===== config.mk =====
export PLATFORM = sky130hd
export DESIGN_NAME = serial_subtractor
export DESIGN_NICKNAME = d
export VERILOG_FILES = /design/src/rtl/serial_subtractor.sv
export SDC_FILE = /design/constraint.sdc
export NUM_CORES = 1
export LEC_CHECK = 0
export ABC_AREA = 0
export BUFFER_PORTS_ARGS = -buffer_cell sky130_fd_sc_hd__buf_2
export CORE_UTILIZATION = 36
export DETAILED_ROUTE_END_ITERATION = 16
export GPL_ROUTABILITY_DRIVEN = 0
export PLACE_DENSITY_LB_ADDON = 0.05
export SLEW_MARGIN = 20
export SYNTH_ARGS = -nofsm -noshare
export SYNTH_HDL_FRONTEND = slang
export SYNTH_SLANG_ARGS = --single-unit
export TNS_END_PERCENT = 10

===== constraint.sdc =====
create_clock -name clk -period 1.3 [get_ports clk]
set_input_delay 0.13 -clock clk [delete_from_list [all_inputs] [get_ports clk]]
set_output_delay 0.13 -clock clk [all_outputs]
set_load 0.03 [all_outputs]

===== src/rtl/serial_subtractor.sv =====
// Bit-serial WIDTH-bit subtractor (diff = a - b), LSB first, one full-adder cell computing a + ~b + 1.
// Optional macro SERIAL_SUB_OVF_EN adds the ovf port (two's-complement overflow of a - b).
module serial_subtractor #(
   parameter int WIDTH = 8
) (
   input  logic             clk,
   input  logic             rst,
   input  logic             start,
   input  logic [WIDTH-1:0] a,
   input  logic [WIDTH-1:0] b,
   output logic             busy,
   output logic             done,
   output logic [WIDTH-1:0] diff,
   output logic             borrow
`ifdef SERIAL_SUB_OVF_EN
   ,
   output logic             ovf
`endif
);

   localparam int CW = $clog2(WIDTH + 1);
   localparam logic [CW-1:0] CNT_LAST = CW'(WIDTH - 1);

   localparam logic [1:0] ST_IDLE = 2'd0;
   localparam logic [1:0] ST_RUN  = 2'd1;
   localparam logic [1:0] ST_DONE = 2'd2;

   logic [1:0]       state_q,  state_d;
   logic [CW-1:0]    cnt_q,    cnt_d;
   logic [WIDTH-1:0] a_sh_q,   a_sh_d;
   logic [WIDTH-1:0] b_sh_q,   b_sh_d;
   logic [WIDTH-1:0] res_sh_q, res_sh_d;
   logic             carry_q,  carry_d;
   logic [WIDTH-1:0] diff_q,   diff_d;
   logic             borrow_q, borrow_d;
`ifdef SERIAL_SUB_OVF_EN
   logic             ovf_q,    ovf_d;
`endif

   logic             nb;
   logic             bit_s;
   logic             carry_out;
   logic [WIDTH-1:0] res_shifted;

   // One full-adder cell on the current LSBs; subtrahend is inverted, carry seeded with 1.
   always_comb begin
      nb          = ~b_sh_q[0];
      bit_s       = a_sh_q[0] ^ nb ^ carry_q;
      carry_out   = (a_sh_q[0] & nb) | (a_sh_q[0] & carry_q) | (nb & carry_q);
      res_shifted = {bit_s, res_sh_q[WIDTH-1:1]};
   end

   always_comb begin
      state_d  = state_q;
      cnt_d    = cnt_q;
      a_sh_d   = a_sh_q;
      b_sh_d   = b_sh_q;
      res_sh_d = res_sh_q;
      carry_d  = carry_q;
      diff_d   = diff_q;
      borrow_d = borrow_q;
`ifdef SERIAL_SUB_OVF_EN
      ovf_d    = ovf_q;
`endif
      case (state_q)
         ST_IDLE: begin
            if (start) begin
               a_sh_d  = a;
               b_sh_d  = b;
               carry_d = 1'b1;
               cnt_d   = '0;
               state_d = ST_RUN;
            end
         end
         ST_RUN: begin
            a_sh_d   = a_sh_q >> 1;
            b_sh_d   = b_sh_q >> 1;
            res_sh_d = res_shifted;
            carry_d  = carry_out;
            cnt_d    = cnt_q + CW'(1);
            if (cnt_q == CNT_LAST) begin
               diff_d   = res_shifted;
               borrow_d = ~carry_out;
`ifdef SERIAL_SUB_OVF_EN
               // carry_q here is the carry into the MSB cell
               ovf_d    = carry_q ^ carry_out;
`endif
               state_d  = ST_DONE;
            end
         end
         ST_DONE: state_d = ST_IDLE;
         default: state_d = ST_IDLE;
      endcase
   end

   always_ff @(posedge clk) begin
      if (rst) begin
         state_q  <= ST_IDLE;
         cnt_q    <= '0;
         a_sh_q   <= '0;
         b_sh_q   <= '0;
         res_sh_q <= '0;
         carry_q  <= 1'b0;
         diff_q   <= '0;
         borrow_q <= 1'b0;
`ifdef SERIAL_SUB_OVF_EN
         ovf_q    <= 1'b0;
`endif
      end else begin
         state_q  <= state_d;
         cnt_q    <= cnt_d;
         a_sh_q   <= a_sh_d;
         b_sh_q   <= b_sh_d;
         res_sh_q <= res_sh_d;
         carry_q  <= carry_d;
         diff_q   <= diff_d;
         borrow_q <= borrow_d;
`ifdef SERIAL_SUB_OVF_EN
         ovf_q    <= ovf_d;
`endif
      end
   end

   assign busy   = (state_q == ST_RUN);
   assign done   = (state_q == ST_DONE);
   assign diff   = diff_q;
   assign borrow = borrow_q;
`ifdef SERIAL_SUB_OVF_EN
   assign ovf    = ovf_q;
`endif

endmodule

== Yosys cells after proc, flatten, opt, wreduce, memory -nomap -nowiden ==
Cells that the tools add are included.

* Flip-flop bits (word level): 40
* Bits in latches: 0
* RAM bits: 0
* ROM bits: 0
* Input port bits: 19
* Output and inout port bits: 11
* Memories: 0

* Add/sub/neg operators: 1
* $mul: 0
* Divide/modulo/power cells: 0
* $lt $le $gt $ge: 0
* Equal/unequal tests: 5
* Shift-type cells: 0
* Muxes and demuxes: 11
* Bitwise gates (word level): 9
* Reductions and logical operators: 5

{| class="wikitable"
|+ Operators by type and width
! kind !! number
|-
| $pmux 8 s2 || 2
|-
| $mux 8 || 2
|-
| $pmux 4 s2 || 1
|-
| $reduce_and 2->1 || 3
|-
| $add 4x1->4 const B || 1
|-
| $eq 4x3->1 const B || 1
|-
| $mux 2 || 2
|-
| $mux 4 || 1
|-
| $pmux 2 s2 || 1
|-
| $and 1x1->1 || 3
|-
| $eq 2x1->1 const B || 1
|-
| $eq 2x2->1 const B || 1
|-
| $logic_not 2->1 || 1
|-
| $ne 2x1->1 const B || 1
|-
| $ne 2x2->1 const B || 1
|-
| $not 1->1 || 2
|-
| $or 1x1->1 || 2
|-
| $pmux 1 s2 || 1
|-
| $reduce_bool 2->1 || 1
|-
| $xor 1x1->1 || 2
|-
| $mux 1 || 1
|}

== Depth between registers and ports, before layout ==
Gate-level depths: netlist of the first run.

* Depth after elaboration: 5
* Gate-level depth with buffers: 6
* Depth with buffers taken out: 4

== Worst setup path after synthesis of the first run ==
No wires, ideal clock.

* Kind: register -> output
* From: register state_q[1]
* To: output done
* Arrival: 1,119 ps
* Required time: 1,170 ps
* Slack: 51 ps
* Stages on the path, launching flop included: 4
* Buffers on the path: 1
* Cell sequence: dfxtp_1 -> inv_1 -> clkbuf_1 -> nor2_1

* Longest elaborated chain between the ends: 1

{| class="wikitable"
|+ Ends and longest elaborated chain
! element !! RTL line !! text
|-
| from (decl) || 28 || <nowiki>logic [1:0] state_q, state_d;</nowiki>
|-
| from (signal assigned) || 110 || <nowiki>state_q <= state_d;</nowiki>
|-
| $eq 2x2->1 || 125 || <nowiki>assign done = (state_q == ST_DONE);</nowiki>
|-
| to (decl) || 12 || <nowiki>output logic done,</nowiki>
|}

Every way passes these cells.

== Worst setup path in the final report of the first run ==
* From: register state_q[1]
* To: output busy

* Longest elaborated chain between the ends: 1

{| class="wikitable"
|+ Ends and longest elaborated chain
! element !! RTL line !! text
|-
| $eq 2x1->1 || 124 || <nowiki>assign busy = (state_q == ST_RUN);</nowiki>
|-
| to (decl) || 11 || <nowiki>output logic busy,</nowiki>
|}

Every way passes these cells.

==> results of run 1 <==
-- layout by cell type, fill, tap and decap left out, types with 2 or more instances in the layout --
master     Yosys  routed
nand2_1       19      18
inv_1          3       2
clkbuf_8       0       6
a21oi_1       17      17
dfxtp_1       39      35
buf_4          2      13
nor2_1        29      29
o31ai_1        8       8
buf_2          4      27
o22ai_1        5       5
nand3_1       10      10
o2bb2ai_1      9       9
dfxtp_2        0       3
a22oi_1        3       3
a211oi_1      15      15
buf_6          4       2
-- layer usage --
layer	global-route usage [%]	vias to the layer above	wire, um
met5	0	-	0
met4	6.667	0	53
met3	3.175	4	167
met2	28.31	38	1838
met1	20.85	711	1785
li1	-	749	-
-- final timing paths --
kind,startpoint,to,slack (ps),depth (start not counted)
max,state_q[1],busy,30,3
min,b[7],b_sh_q[7],80,3
max reg2reg,cnt_q[0],state_q[0],90,4
min reg2reg,res_sh_q[1],res_sh_q[1],470,2
-- metrics by stage --
stage          std cells  instance area [um^2]  util [%]
2_1_floorplan        189                  1663         -
3_3_place_gp         269                  1896     43.24
3_5_place_dp         269                  1896     43.24
4_1_cts              276                  2027     46.23
5_1_grt              277                  2059     46.97
6_report             277                  2059     46.97
-- registers in the layout (all words and copies together), names as in the netlist --
name	count
a_sh_q	8
b_sh_q	8
diff	8
res_sh_q	7
cnt_q	4
state_q	2
borrow	1
carry_q	1
-- kinds of logic after synthesis --
family,synth area share (%)
simple gates,17.08
compound gates,26.94
flops,46.95
buf+inv,7.072
fa+ha+maj,1.956
-- cell usage after synthesis (2+ instances only) --
master / instances
o22ai_1: 5
buf_6: 4
o2bb2ai_1: 9
a22oi_1: 3
a21oi_1: 17
inv_1: 3
nor2_1: 29
nand3_1: 10
buf_2: 4
clkbuf_1: 6
a211oi_1: 15
nand2_1: 19
o31ai_1: 8
dfxtp_1: 39
buf_4: 2
-- what timing repair did --
item                                    4_1_cts  5_1_grt
pin swaps                                     0        1
resized for setup                            10        7
gates cloned                                  0        1
endpoints found under the setup margin        5       15
-- worst max-delay path, cell delays in order (launching register included) --
cell and delay (ps):
dfxtp_4 380, nand2b_4 190, inv_8 130, buf_6 140
-- power by group --
group	internal [mW]	total, mW	leakage (nW)	switching, mW
Combinational	0.136	0.302	0.418	0.166
Sequential	1.25	1.29	0.321	0.0358
Clock	0.621	1.05	0.0612	0.433
-- layout make-up --
| cell class | instances | area (um^2) | area share [%] |
|---|---|---|---|
| well taps | 52 | 65.06 | 3.159 |
| clock buffers | 6 | 82.58 | 4.010 |
| inverters | 4 | 22.52 | 1.094 |
| flip-flops and latches | 39 | 788.3 | 38.27 |
| repair buffers | 43 | 275.3 | 13.37 |
| multi-input cells | 131 | 790.8 | 38.40 |
| clock inverters | 2 | 35.03 | 1.701 |
==> summary.txt, run 1 <==
Outcome
  – Status: complete, no violations

Die
  – Die Wd: 69.97 um
  – Site row count: 24
  – Io pins: 30
  – Core ar.: 4384 um^2
  – DIE HEIGHT: 69.97 um
  – Starting density of the core: 37.93%
  – Die Area: 4895 um^2

Flow run
  – Max-cap violations: 0

Setup path
  – Crit Path Category: reg -> out
  – Setup crit end kind: output port
  – Crit path required time: 1170 ps
  – CP arrival: 1140 ps
  – Worst-path maximum fanout: 20
  – CP Launch Type: flip-flop

Place
  – DP Wirelength: 2701 um
  – Placement Setup Slack: 0.1948 ps
  – Port Buffers: 29

Route
  – Vias per inst: 5.422
  – DRC viols: 0
  – Pre-antenna DRT Iters: 4
  – Routed wire length: 3845 um
  – Initial DRC Count: 92
  – Antenna Nets Post-Route: 0
  – Wire per inst: 13.88 um
  – Via count: 1502

Logic synthesis
  – Cell count after synthesis: 189
  – Mean post-synth cell area: 8.798 um^2
  – Synth top area share: 46.95%
  – Area leader, netlist: dfxtp_1
  – Ys flop type: dfxtp_1
  – Netlist area before placement: 1663 um^2
  – Sequential fraction of the synthesis area: 46.95%
  – Dominant cells by area after synthesis: dfxtp_1, a211oi_1, nor2_1
  – Ys async rst share: 0%
  – Yosys cell types: 31
  – Synth warnings: 0
  – #FFs+latches synth: 39
  – Mapped Nets: 210
  – Post-synth EDFFs: 0

STA
  – Slew Limit Fails: 0
  – Endpoints failing setup: 0
  – Post-route minimum period: 1270 ps
  – FMAX: 787.4 MHz
  – Fin. Hold Viols: 0
  – Slew @ Worst Pin: 361.9 ps
  – Max_slew headroom: 75.87%
  – Setup ws final: 30.02 ps
  – Clock Skews: 3.829 ps
  – Final Cycle Share: 97.69%
  – WHS: 82.00 ps
  – Setup total negative slack: 0 ps
  – RSZ-0062 raised after global routing: yes

CTS
  – Worst skew pair latency: 290 ps
  – CTS Buf Count: 5
  – Clock transition at path regs: 80 ps
  – Htree depth: 2
  – # hold bufs at CTS: 0
  – CTS tree: yes
  – CTS root buf: clkbuf_8
  – CTS Sinks: 39
  – Clock tree buffer depth: 2
  – Postcts setup bufs: 0

Power and ir drop
  – Maximum VDD drop: 0.0006036 V
  – Design Power: 2.643 mW
  – LEAKAGE: 0.7997 nW
  – Pwr dens: 1283 nW/um^2

Layout
  – Final nets: 245
  – Share of layout cells above drive strength 1: 28.00%
  – Fillers: 424
  – ANT cells: 0
  – P&R area growth vs syn: 23.85%

Global routing
  – Total global-route track usage: 16.72%
  – Initial antenna violation count: 0
  – First-pass GRT wire length: 6637 um
  – Global route overflow: 0
  – Vias in the first global route: 1446
  – Largest net degree at the start of global routing: 21

Min path
  – Type of the most critical hold path: in -> reg
Note: power is estimated with default switching activity, not from simulation.
==> run 2, diff against run 1 <==
--- a/config.mk
+++ b/config.mk
@@ -7,10 +7,11 @@
 export LEC_CHECK = 0
 export ABC_AREA = 0
 export BUFFER_PORTS_ARGS = -buffer_cell sky130_fd_sc_hd__buf_2
-export CORE_UTILIZATION = 36
+export CORE_UTILIZATION = 49
 export DETAILED_ROUTE_END_ITERATION = 16
 export GPL_ROUTABILITY_DRIVEN = 0
 export PLACE_DENSITY_LB_ADDON = 0.05
+export RECOVER_POWER = 100
 export SLEW_MARGIN = 20
 export SYNTH_ARGS = -nofsm -noshare
 export SYNTH_HDL_FRONTEND = slang
==> run 2 against run 1 <==
Clock-buffer cell count is 1 lower. Clock skew grew 8.0 ps. Non-clock buffer count up 4. Power down 16%. First-iteration DRC count increased by 35%. Global-route usage is 7.2 points higher. Routed wire length rose by 3.0%. Combinational power grew 10%. Die area fell by 26%. Clock power fell by 43%. Sequential share of layout area down 0.61 points.
==> summary.txt, run 2 (synthesized netlist as in run 1, its figures left out) <==
Layout
  – Share of layout cells above drive strength 1: 32.17% (+4.2 points)
  – Most frequent cells in the layout: dfxtp_1, nor2_1, buf_2, nand2_1, a21oi_1
  – Finished Layout Cells: 274 (-1.1%)
  – ANT cells: 0 (unchanged)
  – Final Core Density: 67.12% (+20 points)
  – Fillers: 272 (-36%)
  – P&R area growth vs syn: 26.26%
  – Commonest non-fill, non-tap cell in the layout: dfxtp_1
  – Final nets: 250 (+2.0%)

Power and ir drop
  – Maximum VDD drop: 0.0005731 V (-5.1%)
  – Pwr dens: 1057 nW/um^2 (-18%)
  – LEAKAGE: 0.7944 nW (-0.66%)

Setup path
  – Crit Path Category: reg -> reg
  – Setup crit end kind: flip-flop
  – Worst-path maximum fanout: 10 (-50%)
  – Critical path, cell by cell: nand2b_4, buf_4, buf_8, o31ai_4, a21oi_1
  – CP arrival: 1510 ps (+370 ps)
  – CP Launch Type: flip-flop
  – FF-to-FF End: diff[5]
  – Crit path required time: 1530 ps (+360 ps)
  – R2R depth: 5 (+1)
  – FF-to-FF setup slack: 20 ps (-70 ps)
  – WP buf/inv: 2 (unchanged)
  – Worst path max stage delay: 380 ps (about the same)
  – RR Startpoint: state_q[1]
  – Slowest cell on crit path: dfxtp_4
  – Delay-heaviest family, CP: flip-flops

Min path
  – Type of the most critical hold path: in -> reg
  – Hold path start: a[7]
  – Worst hold endpoint: a_sh_q[7]
  – Cells on Worst Hold Path: 3 (unchanged)

STA
  – Endpoints failing setup: 0 (unchanged)
  – Final Cycle Share: 98.58% (+0.89 points)
  – Slew @ Worst Pin: 416.8 ps (+54.90 ps)
  – Post-route minimum period: 1282 ps (+11.54 ps)
  – Setup total negative slack: 0 ps (unchanged)
  – FMAX: 780.3 MHz (-0.90%)
  – Clock Skews: 11.84 ps (+8.009 ps)
  – Setup ws final: 18.48 ps (-11.54 ps)
  – Max_slew headroom: 72.21% (-3.7 points)
  – WHS: 18.68 ps (-63.32 ps)
  – Fin. Hold Viols: 0 (unchanged)
  – Slew Limit Fails: 0 (unchanged)
  – RSZ-0062 raised after global routing: yes

Route
  – Via count: 1520 (+1.2%)
  – DRC viols: 0 (unchanged)
  – Antenna Nets Post-Route: 0 (unchanged)
  – Wire per inst: 14.45 um (+4.1%)
  – Initial DRC Count: 124 (+35%)
  – Pre-antenna DRT Iters: 4 (unchanged)
  – Routed wire length: 3960 um (+3.0%)
  – Vias per inst: 5.547 (+2.3%)

Place
  – Placed instance count: 259 (-3.7%)
  – DP Wirelength: 2555 um (-5.4%)
  – Placement Setup Slack: 23.61 ps (+23.42 ps)
  – Port Buffers: 29 (unchanged)

Die
  – Io pins: 30 (unchanged)
  – Site row count: 20 (-17%)
  – DIE HEIGHT: 60.26 um (-14%)
  – Die Wd: 60.26 um (-14%)
  – Core ar.: 3128 um^2 (-29%)
  – Die Area: 3631 um^2 (-26%)
  – Starting density of the core: 53.16% (+15 points)

Global routing
  – Global route overflow: 0 (unchanged)
  – Largest net degree at the start of global routing: 21 (unchanged)
  – Initial antenna violation count: 0 (unchanged)
  – Vias in the first global route: 1393 (-3.7%)
  – First-pass GRT wire length: 6354 um (-4.3%)
  – Total global-route track usage: 23.91% (+7.2 points)

CTS
  – CTS tree: yes
  – Htree depth: 2 (unchanged)
  – Worst skew pair latency: 350 ps (+60 ps)
  – CTS Sinks: 39 (unchanged)
  – Clock transition at path regs: 120 ps (+40 ps)
  – CTS Buf Count: 5 (unchanged)
  – CTS root buf: clkbuf_4
  – Clock tree buffer depth: 2 (unchanged)

Outcome
  – Status: complete, no violations

Flow run
  – Max-cap violations: 0 (unchanged)
[run 2: cell count changes in the layout (fill, tap and decap cells not counted), sizes merged]
| cell | before | now |
|---|---|---|
| buf | 43 | 44 |
| bufinv | 1 | 0 |
| clkbuf | 6 | 8 |
| clkinv | 1 | 3 |
| inv | 4 | 5 |
[run 2: worst min-delay path, stage by stage]
cell and delay, ps:
buf_2 70, a22oi_1 50, nor2_1 80
[run 2: metal layers]
layer  track usage, %  vias to the layer above  part of all wire, %
met4            7.973                        0                  1.1
li1                 -                      771                    -
met5                0                        -                    0
met2            37.21                       40                   48
met3            5.844                        6                  4.9
met1            32.21                      703                   46
[run 2: timing repair]
action / in CTS / in global routing
endpoints found under the setup margin: 3 / 16
hold buffers: 0 / 0
pin swaps: 0 / 2
cloned: 1 / 1
gates resized for setup: 11 / 23
setup buffers: 5 / 0
[run 2: worst max path at each step]
stage / cells past startpoint / startpoint / endpoint / slack [ps]
2_1_floorplan: 3 / state_q[1] / done / 50
3_3_place_gp: 4 / state_q[1] / borrow / 60
3_5_place_dp: 4 / state_q[1] / borrow / 20
4_1_cts: 4 / state_q[1] / cnt_q[3] / 0.2
5_1_grt: 5 / state_q[1] / diff[1] / -30
6_report: 5 / state_q[1] / diff[5] / 20
[run 2: final cells by class]
class                      count  area (um^2)  area share [%]
multi-input combinational    131        855.8           40.76
sequential                    39        790.8           37.66
timing repair buffer          47        316.6           15.08
tap                           44        55.05           2.622
clock buffer                   5        37.54           1.788
inverter                       4        22.52           1.073
clock inverter                 3        15.01          0.7151
timing repair inverter         1        6.256          0.2980
[run 2: power by group]
part	leakage [nW]	internal [mW]	total, mW	switching, mW
Clock	0.0347	0.201	0.602	0.400
Sequential	0.321	1.25	1.28	0.0335
Combinational	0.438	0.151	0.333	0.182
Total	0.794	1.60	2.22	0.616
[run 2: stage by stage]
| step | total power [mW] | cell area, um^2 |
|---|---|---|
| 2_1_floorplan | 1.514 | 1663 |
| 3_3_place_gp | 1.588 | 1871 |
| 3_5_place_dp | 1.603 | 1871 |
| 4_1_cts | 2.223 | 1993 |
| 5_1_grt | 2.352 | 2100 |
| 6_report | 2.219 | 2100 |
